## src/rtl/rgb_mixer_pkg.sv

```systemverilog
// Shared constants for the RGB mixer encoder channels: level width,
// Gray-code quadrature states, step direction and the quadrature step decoder.
package rgb_mixer_pkg;

  localparam int unsigned ENC_W = 8;

  localparam logic [1:0] ST_00 = 2'b00;
  localparam logic [1:0] ST_10 = 2'b10;
  localparam logic [1:0] ST_11 = 2'b11;
  localparam logic [1:0] ST_01 = 2'b01;

  typedef enum logic {
    DIR_DOWN = 1'b0,
    DIR_UP   = 1'b1
  } dir_e;

  // +1 for a clockwise Gray step, -1 for counter-clockwise, 0 for no change or illegal jump
  function automatic logic signed [1:0] quarter_of(input logic [1:0] prev, input logic [1:0] curr);
    logic signed [1:0] q;
    q = 2'sb00;
    unique case ({prev, curr})
      {ST_00, ST_10}, {ST_10, ST_11}, {ST_11, ST_01}, {ST_01, ST_00}: q = 2'sb01;
      {ST_00, ST_01}, {ST_01, ST_11}, {ST_11, ST_10}, {ST_10, ST_00}: q = 2'sb11;
      default: q = 2'sb00;
    endcase
    return q;
  endfunction

endpackage

```

## src/rtl/quad_encoder_counter_if.sv

```systemverilog
// Pin-side and level-side signals of one encoder channel; the channel is the slave,
// whoever drives the encoder pins and enable is the master.
interface quad_encoder_counter_if #(
  parameter int unsigned WIDTH = rgb_mixer_pkg::ENC_W
);

  logic             ena;
  logic             enc_a;
  logic             enc_b;
  logic [WIDTH-1:0] value;
  logic             step_pulse;
  logic             step_dir;
  logic             err_pulse;

  modport master (
    output ena, enc_a, enc_b,
    input  value, step_pulse, step_dir, err_pulse
  );

  modport slave (
    input  ena, enc_a, enc_b,
    output value, step_pulse, step_dir, err_pulse
  );

endinterface

```

## src/rtl/quad_encoder_counter_debounce_sync.sv

```systemverilog
// Two-flop synchroniser followed by a stability counter for one raw encoder pin;
// the debounced output only toggles after DEBOUNCE_CYCLES consecutive differing clocks.
module debounce_sync #(
  parameter int unsigned DEBOUNCE_CYCLES = 4
) (
  input  logic clk,
  input  logic rst_n,
  input  logic pin_i,
  output logic db_o
);

  logic       sync1_q, sync2_q;
  logic       db_q, db_d;
  logic [7:0] cnt_q, cnt_d;

  // Counter restarts whenever the synced pin agrees with the debounced level
  always_comb begin
    cnt_d = '0;
    db_d  = db_q;
    if (sync2_q != db_q) begin
      if (cnt_q == 8'(DEBOUNCE_CYCLES - 1)) begin
        db_d = ~db_q;
      end else begin
        cnt_d = cnt_q + 8'd1;
      end
    end
  end

  always_ff @(posedge clk or negedge rst_n) begin
    if (!rst_n) begin
      sync1_q <= 1'b0;
      sync2_q <= 1'b0;
      cnt_q   <= '0;
      db_q    <= 1'b0;
    end else begin
      sync1_q <= pin_i;
      sync2_q <= sync1_q;
      cnt_q   <= cnt_d;
      db_q    <= db_d;
    end
  end

  assign db_o = db_q;

endmodule

```

## src/rtl/quad_encoder_counter.sv

```systemverilog
// One encoder channel: debounced quadrature decode, quarter accumulation and a
// saturating (or wrapping) level register feeding a PWM duty input.
module quad_encoder_counter
  import rgb_mixer_pkg::*;
#(
  parameter int unsigned WIDTH           = ENC_W,
  parameter int unsigned DEBOUNCE_CYCLES = 4,
  parameter int unsigned QUADS_PER_STEP  = 4,
  parameter int unsigned STEP            = 1,
  parameter int unsigned RESET_VALUE     = 0,
  parameter bit          SATURATE        = 1'b1
) (
  input logic                  clk,
  input logic                  rst_n,
  quad_encoder_counter_if.slave enc
);

  localparam logic signed [3:0] QPS    = 4'(QUADS_PER_STEP);
  localparam logic [WIDTH:0]    STEP_X = (WIDTH + 1)'(STEP);
  localparam logic [WIDTH:0]    MAX_X  = {1'b0, {WIDTH{1'b1}}};

  logic              db_a, db_b;
  logic [1:0]        curr;
  logic [1:0]        prev_q;
  logic signed [1:0] quarter;
  logic signed [3:0] acc_q, acc_d, acc_sum;
  logic [WIDTH-1:0]  value_q, value_d;
  logic [WIDTH:0]    up_sum, dn_diff;
  dir_e              dir_q, dir_d;
  logic              pulse_q, pulse_d;
  logic              err_q, err_d;
  logic              step_up, step_dn;

  debounce_sync #(.DEBOUNCE_CYCLES(DEBOUNCE_CYCLES)) u_db_a (
    .clk  (clk),
    .rst_n(rst_n),
    .pin_i(enc.enc_a),
    .db_o (db_a)
  );

  debounce_sync #(.DEBOUNCE_CYCLES(DEBOUNCE_CYCLES)) u_db_b (
    .clk  (clk),
    .rst_n(rst_n),
    .pin_i(enc.enc_b),
    .db_o (db_b)
  );

  assign curr = {db_a, db_b};

  // Accumulator only moves while enabled; prev_q tracks regardless so re-enabling is glitch-free
  always_comb begin
    quarter = quarter_of(prev_q, curr);
    err_d   = ((prev_q ^ curr) == 2'b11);
    acc_sum = acc_q + {{2{quarter[1]}}, quarter};
    acc_d   = acc_q;
    step_up = 1'b0;
    step_dn = 1'b0;
    if (enc.ena) begin
      acc_d = acc_sum;
      if (acc_sum == QPS) begin
        acc_d   = '0;
        step_up = 1'b1;
      end else if (acc_sum == -QPS) begin
        acc_d   = '0;
        step_dn = 1'b1;
      end
    end

    up_sum  = {1'b0, value_q} + STEP_X;
    dn_diff = {1'b0, value_q} - STEP_X;
    value_d = value_q;
    dir_d   = dir_q;
    if (step_up) begin
      dir_d   = DIR_UP;
      value_d = (SATURATE && (up_sum > MAX_X)) ? {WIDTH{1'b1}} : up_sum[WIDTH-1:0];
    end else if (step_dn) begin
      dir_d   = DIR_DOWN;
      value_d = (SATURATE && dn_diff[WIDTH]) ? '0 : dn_diff[WIDTH-1:0];
    end
    pulse_d = (value_d != value_q);
  end

  always_ff @(posedge clk or negedge rst_n) begin
    if (!rst_n) begin
      prev_q  <= ST_00;
      acc_q   <= '0;
      value_q <= WIDTH'(RESET_VALUE);
      dir_q   <= DIR_DOWN;
      pulse_q <= 1'b0;
      err_q   <= 1'b0;
    end else begin
      prev_q  <= curr;
      acc_q   <= acc_d;
      value_q <= value_d;
      dir_q   <= dir_d;
      pulse_q <= pulse_d;
      err_q   <= err_d;
    end
  end

  assign enc.value      = value_q;
  assign enc.step_pulse = pulse_q;
  assign enc.step_dir   = dir_q;
  assign enc.err_pulse  = err_q;

endmodule
```

## src/flat_wrapper.sv

```systemverilog
// flat-port wrapper written by rule: the top's interface ports become plain ports
module quad_encoder_counter_flat import rgb_mixer_pkg::*;
#(
  parameter int unsigned WIDTH           = ENC_W,
  parameter int unsigned DEBOUNCE_CYCLES = 4,
  parameter int unsigned QUADS_PER_STEP  = 4,
  parameter int unsigned STEP            = 1,
  parameter int unsigned RESET_VALUE     = 0,
  parameter bit          SATURATE        = 1'b1
)
  (clk, rst_n, enc_ena, enc_enc_a, enc_enc_b, enc_value, enc_step_pulse, enc_step_dir, enc_err_pulse);
  quad_encoder_counter_if #(.WIDTH(WIDTH)) enc_i ();
  input logic clk;
  input logic rst_n;
  input wire logic [$bits(enc_i.ena)-1:0] enc_ena;
  input wire logic [$bits(enc_i.enc_a)-1:0] enc_enc_a;
  input wire logic [$bits(enc_i.enc_b)-1:0] enc_enc_b;
  output wire logic [$bits(enc_i.value)-1:0] enc_value;
  output wire logic [$bits(enc_i.step_pulse)-1:0] enc_step_pulse;
  output wire logic [$bits(enc_i.step_dir)-1:0] enc_step_dir;
  output wire logic [$bits(enc_i.err_pulse)-1:0] enc_err_pulse;
  assign enc_i.ena = enc_ena;
  assign enc_i.enc_a = enc_enc_a;
  assign enc_i.enc_b = enc_enc_b;
  assign enc_value = enc_i.value;
  assign enc_step_pulse = enc_i.step_pulse;
  assign enc_step_dir = enc_i.step_dir;
  assign enc_err_pulse = enc_i.err_pulse;
  quad_encoder_counter #(.WIDTH(WIDTH), .DEBOUNCE_CYCLES(DEBOUNCE_CYCLES), .QUADS_PER_STEP(QUADS_PER_STEP), .STEP(STEP), .RESET_VALUE(RESET_VALUE), .SATURATE(SATURATE)) u_core (.clk(clk), .rst_n(rst_n), .enc(enc_i));
endmodule
```

## config.mk

```make
export PLATFORM = sky130hd
export DESIGN_NAME = quad_encoder_counter_flat
export DESIGN_NICKNAME = d
export VERILOG_FILES = /design/src/rtl/rgb_mixer_pkg.sv /design/src/rtl/quad_encoder_counter_if.sv /design/src/rtl/quad_encoder_counter_debounce_sync.sv /design/src/rtl/quad_encoder_counter.sv /design/src/flat_wrapper.sv
export SDC_FILE = /design/constraint.sdc
export NUM_CORES = 1
export LEC_CHECK = 0
export ABC_AREA = 1
export CORE_AREA = 4 4 74 110
export CTS_BUF_LIST = sky130_fd_sc_hd__clkbuf_8
export CTS_CLUSTER_SIZE = 8
export DETAILED_ROUTE_END_ITERATION = 16
export DIE_AREA = 0 0 78 114
export PLACE_DENSITY_LB_ADDON = 0.12
export RECOVER_POWER = 100
export SYNTH_ARGS = -nofsm -noshare
export SYNTH_HDL_FRONTEND = slang
export SYNTH_SLANG_ARGS = --single-unit
```

## constraint.sdc

```tcl
create_clock -name clk -period 3.4 [get_ports clk]
set_input_delay 0.51 -clock clk [delete_from_list [all_inputs] [get_ports clk]]
set_output_delay 0.51 -clock clk [all_outputs]
set_load 0.02 [all_outputs]
```

After elaboration in Yosys (flattened, before gate mapping)
Memories as Yosys holds them, arrays and structs flattened.
Index checks and enable logic that the tools add are counted.

word-level totals
  memories kept = 1
  memory bits (read-only) = 32
  bits of input ports = 5
  register bits after elaboration = 39

operators by class
  add/sub/neg operators = 5
  mux-type cells = 17
  equality and inequality tests = 8
  bitwise gates (word level) = 3
  reductions and logical operators = 3
  magnitude comparators = 1

memory list
  name             depth  bits a word  read ports  clocked after Yosys merged registers in  write ports  line                 text
  (no name shown)  16     2            1           0                                        0            rgb_mixer_pkg.sv:21  unique case ({prev, curr})

operator list
  operator                                                               count
  8-bit 2-to-1 mux                                                       8
  8-bit by 1-bit adder with 8-bit output (second input constant)         2
  8-bit by 2-bit == test with 1-bit output (second input constant)       2
  8-bit by 1-bit adder with 9-bit output (second input constant)         1
  9-bit by 8-bit > comparator with 1-bit output (second input constant)  1
  8-bit by 1-bit subtractor with 9-bit output (second input constant)    1
  4-bit 2-to-1 mux                                                       2
  8-bit != test                                                          1
  1-bit 2-to-1 mux                                                       7
  4-bit adder                                                            1
  4-bit by 3-bit == test with 1-bit output (second input constant)       1
  4-bit == test (second input constant)                                  1
  2-bit AND reduction                                                    2
  2-bit == test (second input constant)                                  1
  1-bit != test                                                          2
  1-bit inverter                                                         2
  2-bit nonzero test                                                     1
  2-bit bitwise XOR                                                      1

Logic depth before layout (Yosys ltp)
Gate-level depths: netlist of the first run.
An unclocked memory read counts as a cell.

  word-level depth = 9
  gate-level depth with buffers = 20
  depth with buffers taken out = 19

Modules after synthesis
Synthesis of the first run repeated with hierarchy kept, for this count alone.

unflattened totals
  cells, all modules = 319
  area, all modules = 2519.9 µm²

by module, submodules not included
  module                area an instance (µm²)  instances  cells each  seq. area each (µm²)
  quad_encoder_counter  1461.4                  1          195         425.4
  debounce_sync         529.3                   2          62          275.3

Worst setup path after synthesis of the first run
No wires, ideal clock.

  kind = register -> register
  start = register u_core.u_db_b.db_q (netlist: u_core.u_db_b.db_o)
  end = register u_core.value_q[3] (netlist: u_core.enc.value[3])
  arrival = 2.741 ns
  period minus slack after synthesis = 2.869 ns
  required time = 3.272 ns
  setup time = 0.128 ns
  path slack = 0.531 ns
  cell stages (with the launch flop) = 16
  cell sequence = dfrtp_1 inv_1 ha_1 xnor2_1 xor2_1 inv_1 ha_1 fa_1 nor2_1 inv_1 nor2_4 nand2_1 nor2_4 inv_2 nor2_1 a22oi_2

between the ends
  longest elaborated chain between the ends = 8
  elaborated cells on any way between the ends = 11
  those cells by class = 1 x add/sub; 2 x eq/ne; 7 x mux; 1 x memory

ends and longest elaborated chain
  element                                   line                                      text
  from (decl)                               quad_encoder_counter_debounce_sync.sv:13  logic db_q, db_d;
  from (signal assigned)                    quad_encoder_counter_debounce_sync.sv:34  db_q <= 1'b0;
  from (signal assigned)                    quad_encoder_counter_debounce_sync.sv:39  db_q <= db_d;
  memory 16 x 2 bit *                       --
  4-bit adder *                             quad_encoder_counter.sv:54                acc_sum = acc_q + {{2{quarter[1]}}, quarter};
  4-bit by 3-bit == test with 1-bit output  quad_encoder_counter.sv:63                end else if (acc_sum == -QPS) begin
  1-bit 2-to-1 mux                          quad_encoder_counter.sv:63
  1-bit 2-to-1 mux                          quad_encoder_counter.sv:60                if (acc_sum == QPS) begin
  1-bit 2-to-1 mux                          quad_encoder_counter.sv:58                if (enc.ena) begin
  8-bit 2-to-1 mux                          quad_encoder_counter.sv:76                end else if (step_dn) begin
  8-bit 2-to-1 mux *                        quad_encoder_counter.sv:73                if (step_up) begin
  named net u_core.value_d[3]               quad_encoder_counter.sv:27                logic [WIDTH-1:0] value_q, value_d;
  to (signal assigned)                      quad_encoder_counter.sv:87                value_q <= WIDTH'(RESET_VALUE);
  to (signal assigned)                      quad_encoder_counter.sv:94                value_q <= value_d;
  to (decl)                                 quad_encoder_counter.sv:27

The timed path passes the listed nets; every way through them passes the cells marked *.
A chain may end at the register's enable or synchronous reset.

Worst setup path in the final report of the first run
  start = register u_core.u_db_a.db_q (netlist: u_core.u_db_a.db_o)
  end = register u_core.value_q[3] (netlist: u_core.enc.value[3])

between the ends
  longest elaborated chain between the ends = 8
  elaborated cells on any way between the ends = 11
  those cells by class = 1 x add/sub; 2 x eq/ne; 7 x mux; 1 x memory

ends and longest elaborated chain
  element                                   line
  from (decl)                               quad_encoder_counter_debounce_sync.sv:13
  from (signal assigned)                    quad_encoder_counter_debounce_sync.sv:34
  from (signal assigned)                    quad_encoder_counter_debounce_sync.sv:39
  memory 16 x 2 bit *                       --
  4-bit adder *                             quad_encoder_counter.sv:54
  4-bit by 3-bit == test with 1-bit output  quad_encoder_counter.sv:63
  1-bit 2-to-1 mux                          quad_encoder_counter.sv:63
  1-bit 2-to-1 mux                          quad_encoder_counter.sv:60
  1-bit 2-to-1 mux                          quad_encoder_counter.sv:58
  8-bit 2-to-1 mux                          quad_encoder_counter.sv:76
  8-bit 2-to-1 mux *                        quad_encoder_counter.sv:73
  named net u_core.value_d[3]               quad_encoder_counter.sv:27

Marks and branches as above.

==> qor.log, run 1 <==
[outcome] run status finished with violations
[outcome] failing checks max-capacitance violations, max-slew violations
[power_and_ir_drop] peak supply drop 0.0004727 V
[global_route] Overall Global Routing Usage 13.37%
[timing] final-report hold violation count 0
[drt] post-DR wirelength/cell 12.50 um
[yosys] simple-gate area share of the yosys netlist 30.85%
[timing] number of pins exceeding their max-slew limit in the final report 40
[timing] Least-Margin Pin Slew 2114 ps
[yosys] number of distinct standard cells referenced by the synthesized netlist 33
[die] number of I/O pins 16
[clocking] insertion delay to the later sink of the worst-skew pair 290 ps
[power_and_ir_drop] Leak 1.324 nW
[worst_hold_path] min-delay worst type reg -> reg
[global_route] initial antenna violation count 0
[yosys] Synth area leaders sky130_fd_sc_hd__dfrtp_1, sky130_fd_sc_hd__nand2_1, sky130_fd_sc_hd__inv_1
[yosys] number of storage elements in the synthesis netlist 39
[yosys] post-synthesis share of cell area spent on xor and xnor gates 3.599%
[clocking] Clock transition at path regs 80 ps
[die] core region area 7179 um^2
[power_and_ir_drop] PD cells 1068 nW/um^2
[placed_design] post-place instance area 2673 um^2
[final_layout] count of non-filler cells in the finished layout 431
[yosys] adder-cell share of the synthesized area 6.992%
[timing] Rel. slew slack -40.93%
[placed_design] worst slack, placed 255.3 ps
[critical_path] worst endpoint data arrival time 3290 ps
[timing] Sum Neg Setup Slack 0 ps
[yosys] share of flip-flops with an asynchronous set or reset 100.0%
[drt] vias after detailed routing 2010
[clocking] TritonCTS Buffers 5
[global_route] via count of the first global-routing pass 2085
[yosys] register area share after synthesis 40.10%
[drt] met3 wire length 128 um
[drt] total routed wirelength 5388 um
[clocking] H-tree levels 2
[drt] wire length on met1 2247 um
[placed_design] input/output buffers 15
[clocking] clock root buffer master sky130_fd_sc_hd__clkbuf_8
[yosys] post-synthesis instance total 311
[placed_design] DP HPWL 4194 um
[final_layout] antenna cell count 0
[critical_path] WP data required 3580 ps
[job] number of violations of the max-capacitance limit 1
[drt] DR DRC count 0
[yosys] EDFF count, synth 0
[yosys] syn nets 329
[die] number of core rows 38
[yosys] flip-flop cell with the highest count after synthesis sky130_fd_sc_hd__dfrtp_1
[timing] FMAX 321.7 MHz
[final_layout] fraction of final layout cells with drive strength greater than 1 10.88%
[die] width of the die 78 um
[critical_path] sort of element at the end of the critical path register
[drt] Max Used Layer met4
[timing] count of final setup violators 0
[yosys] number of warnings printed during yosys synthesis 0
[global_route] maximum number of pins on one net before global-route repair 40
[yosys] mean instance size in the synthesized netlist 7.825 um^2
[clocking] CTS Sinks 39
[global_route] global-route wire length before repair 9522 um
[critical_path] critical path start-end classification reg -> reg
[yosys] largest area contributor in the netlist sky130_fd_sc_hd__dfrtp_1
[yosys] mux share of post-synthesis cell area 0.9254%
[final_layout] fin nets 348
[drt] Antenna Violating Nets Remaining 0
[timing] RSZ-0062 raised after global routing no
[yosys] portion of synthesized cell area occupied by the leading cell type 40.10%
[yosys] combinational family with the most area after synthesis simple AND/OR/NAND/NOR gates
[drt] iteration count of the initial detailed-routing pass 4
[drt] met2 wire len 2849 um
[clocking] clock tree from TritonCTS built
[die] Die Y 114 um
[timing] post-route clock skew 3.745 ps
[drt] per-cell via count in the routed design 4.664
[final_layout] final design area excluding fillers 2803 um^2
[placed_design] final weighted congestion in routability-driven placement 0.8008
[timing] Setup WS post-layout 291.8 ps
[yosys] Compound-Gate Fraction of Synth Area 8.072%
[drt] initial detailed-routing violation count 89
[clocking] Max clock buf depth 2
[timing] final period utilization 91.42%
[die] Total Die Area 8892 um^2
[timing] shortest clock period the worst path allows after layout 3108 ps
[critical_path] Worst Setup Start Kind register
[yosys] Cell Area, Synth 2434 um^2
[critical_path] Worst Path Max Fanout 10
[die] starting utilization of the core area 33.90%
[global_route] global-route congestion overflow total 0
[final_layout] Area Growth Syn to Fin 15.17%
[placed_design] number of cells after detailed placement 423
## cell families after synthesis
logic type               Yosys count
adder cells (fa/ha/maj)           13
buffers and inverters             54
XOR/XNOR                          10
AND/OR/NAND/NOR                  158
flip-flops                        39
AO/OA/AOI/OAI                     35
multiplexers                       2
## placed cells by master (no fill, tap or decap), drive strengths merged, types with 2 or more instances in the layout
cell type    count
bufinv           2
a21oi           17
o22ai            3
ha              12
nand2           75
dfrtp           39
nor2            34
o21ai           11
xor2             5
inv             49
nor4             2
mux2             2
dlygate4sd3     13
nand3           28
clkbuf           8
xnor2            5
nand4           10
nor3             8
## report_power, final
part           switching (mW)  internal (mW)
Sequential              0.187          0.615
Clock                   0.171          0.293
Combinational            1.07          0.663
## cell type report
type,instances,area (um^2)
fillers,766,4377
multi-input cells,218,1227
flip-flops and latches,39,977.2
inverters,49,183.9
repair buffers,17,152.6
well taps,100,125.1
clock buffers,5,68.82
clock inverters,3,67.56
## layer usage
metal / track usage (%) / vias to the layer above
met5: 0 / -
met4: 6.184 / 0
met3: 2.607 / 13
met2: 24.37 / 34
met1: 14.78 / 930
li1: - / 1033
## synth_stat cells (5+ instances only)
library cell and count:
sky130_fd_sc_hd__nand3_1 22, sky130_fd_sc_hd__xnor2_1 5, sky130_fd_sc_hd__a21oi_1 17, sky130_fd_sc_hd__nand3_2 6
sky130_fd_sc_hd__nand4_1 10, sky130_fd_sc_hd__nand2_2 5, sky130_fd_sc_hd__nand2_1 68, sky130_fd_sc_hd__ha_1 12
sky130_fd_sc_hd__nor3_1 7, sky130_fd_sc_hd__o21ai_0 8, sky130_fd_sc_hd__inv_1 45, sky130_fd_sc_hd__xor2_1 5
sky130_fd_sc_hd__dfrtp_1 39, sky130_fd_sc_hd__nor2_1 31
## worst max-delay path: stages (launching register included)
cell,delay (ps)
sky130_fd_sc_hd__dfrtp_2,450
sky130_fd_sc_hd__inv_1,140
sky130_fd_sc_hd__ha_1,260
sky130_fd_sc_hd__xnor2_1,180
sky130_fd_sc_hd__xor2_1,180
sky130_fd_sc_hd__inv_1,60
sky130_fd_sc_hd__ha_1,200
sky130_fd_sc_hd__fa_1,460
sky130_fd_sc_hd__nor2_1,110
sky130_fd_sc_hd__inv_1,80
sky130_fd_sc_hd__nor2_4,160
sky130_fd_sc_hd__nand2_1,150
sky130_fd_sc_hd__nor2_4,220
sky130_fd_sc_hd__inv_2,130
sky130_fd_sc_hd__nor2_1,140
sky130_fd_sc_hd__a22oi_2,80
## through the flow
| stage | utilization, % | hold slack [ps] | total power [mW] |
|---|---|---|---|
| after CTS | 39.13 | 367.2 | 3.084 |
| after floorplan | - | 214.4 | 2.159 |
| after detailed placement | 37.23 | 338.0 | 2.600 |
| after global placement | 37.23 | 336.4 | 2.606 |
| after global routing | 39.04 | 387.0 | 3.313 |
| final | 39.04 | 364.7 | 2.994 |
## registers in the layout, indices dropped and copies added (netlist names)
signal,cells
u_core.u_db_a.cnt_q,8
u_core.u_db_b.cnt_q,8
u_core.prev_q,2
u_core.u_db_a.sync1_q,1
u_core.u_db_b.sync1_q,1
u_core.u_db_a.db_o,1
u_core.u_db_b.sync2_q,1
u_core.enc.err_pulse,1
u_core.u_db_a.sync2_q,1
u_core.enc.value,8
u_core.acc_q,4
u_core.enc.step_dir,1
u_core.u_db_b.db_o,1
u_core.enc.step_pulse,1
## path summary, 6_finish.rpt
kind	startpoint	cells past startpoint	end	slack [ps]
worst min register to register	u_core.u_db_b.sync1_q$_DFF_PN0_	0	u_core.u_db_b.sync2_q$_DFF_PN0_	360
worst max-delay path	u_core.u_db_a.db_o$_DFFE_PN0P_	15	u_core.enc.value[3]$_DFF_PN0_	290
worst max register to register	u_core.u_db_a.db_o$_DFFE_PN0P_	15	u_core.enc.value[3]$_DFF_PN0_	290
max in group asynchronous	rst_n	1	u_core.u_db_a.db_o$_DFFE_PN0P_	1220
worst min-delay path	u_core.u_db_b.sync1_q$_DFF_PN0_	0	u_core.u_db_b.sync2_q$_DFF_PN0_	360
min in group asynchronous	rst_n	1	u_core.u_db_b.db_o$_DFFE_PN0P_	820
## timing repair
item	in CTS	in global routing
endpoints found under the setup margin	0	5
hold buffers	0	0
resized for setup	0	1
hold endpoints to repair	0	0
setup buffers	0	0
Note: power is estimated with default switching activity, not from simulation.
==> inputs of run 2 (changes only) <==
--- a/config.mk
+++ b/config.mk
@@ -6,11 +6,11 @@
 export NUM_CORES = 1
 export LEC_CHECK = 0
 export ABC_AREA = 1
-export CORE_AREA = 4 4 74 110
+export CORE_AREA = 4 4 60 89
 export CTS_BUF_LIST = sky130_fd_sc_hd__clkbuf_8
 export CTS_CLUSTER_SIZE = 8
 export DETAILED_ROUTE_END_ITERATION = 16
-export DIE_AREA = 0 0 78 114
+export DIE_AREA = 0 0 64 93
 export PLACE_DENSITY_LB_ADDON = 0.12
 export RECOVER_POWER = 100
 export SYNTH_ARGS = -nofsm -noshare
==> qor.log, run 2 (same netlist as run 1, synthesis figures left out) <==
[global_route] met3 GRT Util 3.365% [was 2.607%]
[clocking] H-tree levels 2 [unchanged]
[critical_path] cells traversed along the worst timing path inv_1, ha_1, xnor2_1, xor2_1, inv_1, ha_1, fa_1, nor2_1, inv_1, nor2_4, nand2_1, nor2_4, nand2_1, a21oi_1, a31oi_1 [was inv_1, ha_1, xnor2_1, xor2_1, inv_1, ha_1, fa_1, nor2_1, inv_1, nor2_4, nand2_1, nor2_4, inv_2, nor2_1, a22oi_2]
[timing] final period utilization 92.70% [was 91.42%]
[final_layout] number of inserted filler cells in the final layout 436 [was 766]
[drt] per-cell via count in the routed design 5.242 [was 4.664]
[drt] vias after detailed routing 2060 [was 2010]
[final_layout] fraction of final layout cells with drive strength greater than 1 10.94% [was 10.88%]
[critical_path] sort of element at the end of the critical path register [unchanged]
[critical_path] delay of the slowest cell on the worst path 460 ps [about the same]
[global_route] met1 Track Usage GR 19.81% [was 14.78%]
[final_layout] final design area excluding fillers 2698 um^2 [was 2803 um^2]
[global_route] global-route wire length before repair 8756 um [was 9522 um]
[global_route] routing layer with the top usage in global route met2 [unchanged]
[drt] iteration count of the initial detailed-routing pass 5 [was 4]
[drt] initial detailed-routing violation count 89 [unchanged]
[clocking] CTS Sinks 39 [unchanged]
[power_and_ir_drop] PD cells 1047 nW/um^2 [was 1068 nW/um^2]
[timing] number of pins exceeding their max-slew limit in the final report 40 [unchanged]
[global_route] global-route congestion overflow total 0 [unchanged]
[clocking] Max clock buf depth 2 [unchanged]
[placed_design] input/output buffers 15 [unchanged]
[critical_path] WP data required 3560 ps [was 3580 ps]
[timing] count of final setup violators 0 [unchanged]
[global_route] via count of the first global-routing pass 2058 [was 2085]
[power_and_ir_drop] peak supply drop 0.0006540 V [was 0.0004727 V]
[clocking] TritonCTS Buffers 5 [unchanged]
[die] number of I/O pins 16 [unchanged]
[critical_path] critical path start-end classification reg -> reg [unchanged]
[final_layout] most common cell after layout, fill and taps aside sky130_fd_sc_hd__nand2_1 [unchanged]
[critical_path] Worst Setup Start Kind register [unchanged]
[power_and_ir_drop] Leak 1.303 nW [was 1.324 nW]
[final_layout] antenna cell count 0 [unchanged]
[critical_path] Worst Path Max Fanout 7 [was 10]
[timing] post-route clock skew 4.241 ps [was 3.745 ps]
[placed_design] post-place instance area 2613 um^2 [was 2673 um^2]
[clocking] Clock transition at path regs 80 ps [about the same]
[timing] final-report hold violation count 0 [unchanged]
[clocking] insertion delay to the later sink of the worst-skew pair 280 ps [was 290 ps]
[critical_path] Max stage delay cell, worst path sky130_fd_sc_hd__fa_1 [unchanged]
[drt] total routed wirelength 4910 um [was 5388 um]
[die] Total Die Area 5952 um^2 [was 8892 um^2]
[timing] RSZ-0062 raised after global routing no [unchanged]
[final_layout] most frequent cells in the layout sky130_fd_sc_hd__nand2_1, sky130_fd_sc_hd__inv_1, sky130_fd_sc_hd__dfrtp_1, sky130_fd_sc_hd__nor2_1, sky130_fd_sc_hd__nand3_1 [unchanged]
[timing] smallest hold slack 360.2 ps [was 364.7 ps]
[final_layout] fin nets 346 [was 348]
[clocking] clock root buffer master sky130_fd_sc_hd__clkbuf_8 [unchanged]
[drt] Antenna Violating Nets Remaining 0 [unchanged]
[timing] Sum Neg Setup Slack 0 ps [unchanged]
[placed_design] DP HPWL 3866 um [was 4194 um]
[outcome] run status finished with violations [unchanged]
[drt] post-DR wirelength/cell 12.49 um [was 12.50 um]
[worst_hold_path] min-delay worst type reg -> reg [unchanged]
[die] Die Y 93 um [was 114 um]
[clocking] total of hold buffers inserted after clock tree synthesis 0 [unchanged]
[global_route] initial antenna violation count 0 [unchanged]
[critical_path] worst endpoint data arrival time 3310 ps [was 3290 ps]
[global_route] met2 usage 33.82% [was 24.37%]
[job] number of violations of the max-capacitance limit 1 [unchanged]
[outcome] failing checks max-capacitance violations, max-slew violations [unchanged]
[die] starting utilization of the core area 53.58% [was 33.90%]
[timing] FMAX 317.3 MHz [was 321.7 MHz]
[clocking] clock tree from TritonCTS built [unchanged]
[drt] DR DRC count 0 [unchanged]
[die] core region area 4542 um^2 [was 7179 um^2]
[timing] Rel. slew slack -36.52% [was -40.93%]
[placed_design] final weighted congestion in routability-driven placement 0.9539 [was 0.8008]
[global_route] maximum number of pins on one net before global-route repair 40 [unchanged]
[die] width of the die 64 um [was 78 um]
[timing] Least-Margin Pin Slew 2048 ps [was 2114 ps]
[final_layout] Area Growth Syn to Fin 10.85% [was 15.17%]
[timing] shortest clock period the worst path allows after layout 3152 ps [was 3108 ps]
[die] number of core rows 30 [was 38]
[critical_path] most used cell along the critical path sky130_fd_sc_hd__inv_1 [unchanged]
[global_route] Overall Global Routing Usage 18.32% [was 13.37%]
==> run 2: cell count changes in the layout (fill, tap and decap cells not counted), sizes merged <==
cell,delta
bufinv,-2
clkinvlp,-1
clkinv,+3
clkbuf,-2
==> run 2: repair_timing <==
item,CTS,global route
resized for setup,0,2
setup buffers,0,0
setup endpoints to repair,0,3
==> run 2: worst paths after layout <==
kind	from	endpoint	slack, ps	cells past startpoint
setup / recovery	u_core.u_db_a.db_o$_DFFE_PN0P_	u_core.enc.value[5]$_DFF_PN0_	250	15
hold reg to reg	u_core.u_db_b.sync1_q$_DFF_PN0_	u_core.u_db_b.sync2_q$_DFF_PN0_	360	0
max in group asynchronous	rst_n	u_core.u_db_a.db_o$_DFFE_PN0P_	1280	1
min in group asynchronous	rst_n	u_core.u_db_b.cnt_q[0]$_DFF_PN0_	810	1
setup reg to reg	u_core.u_db_a.db_o$_DFFE_PN0P_	u_core.enc.value[5]$_DFF_PN0_	250	15
hold / removal	u_core.u_db_b.sync1_q$_DFF_PN0_	u_core.u_db_b.sync2_q$_DFF_PN0_	360	0
==> run 2: report_power, final <==
group / total, mW / internal [mW] / switching (mW)
combinational: 1.71 / 0.655 / 1.05
sequential: 0.813 / 0.617 / 0.196
clock: 0.302 / 0.140 / 0.161
total: 2.82 / 1.41 / 1.41
==> run 2: critical path, delay by kind of cell (launching register included) <==
family,cells,cell delay (ps)
compound gates,2,280
xor+xnor,2,350
fa+ha+maj,3,910
buf+inv,3,260
flops,1,450
simple gates,5,780
==> run 2: cell type report <==
cell class | count | area [um^2] | area share, %
tap | 64 | 80.08 | 2.968
clock inverter | 3 | 15.01 | 0.5566
clock buffer | 5 | 68.82 | 2.551
multi-input combinational | 218 | 1227 | 45.50
inverter | 49 | 183.9 | 6.818
sequential | 39 | 978.4 | 36.27
timing repair buffer | 15 | 143.9 | 5.334
==> run 2: stage by stage <==
step	std cells	total power [mW]	util (%)	setup slack (ps)
6_report	393	2.825	59.39	248.2
5_1_grt	393	3.101	59.39	25.34
4_1_cts	393	2.883	59.37	176.0
3_5_place_dp	385	2.572	57.52	190.7
3_3_place_gp	385	2.543	57.52	261.6
2_1_floorplan	311	2.159	-	530.8
==> run 2: routing by layer <==
metal | wire length (um) | vias up
met5 | 0 | -
met4 | 138 | 0
met3 | 120 | 12
met2 | 2710 | 39
met1 | 1941 | 976
li1 | - | 1033
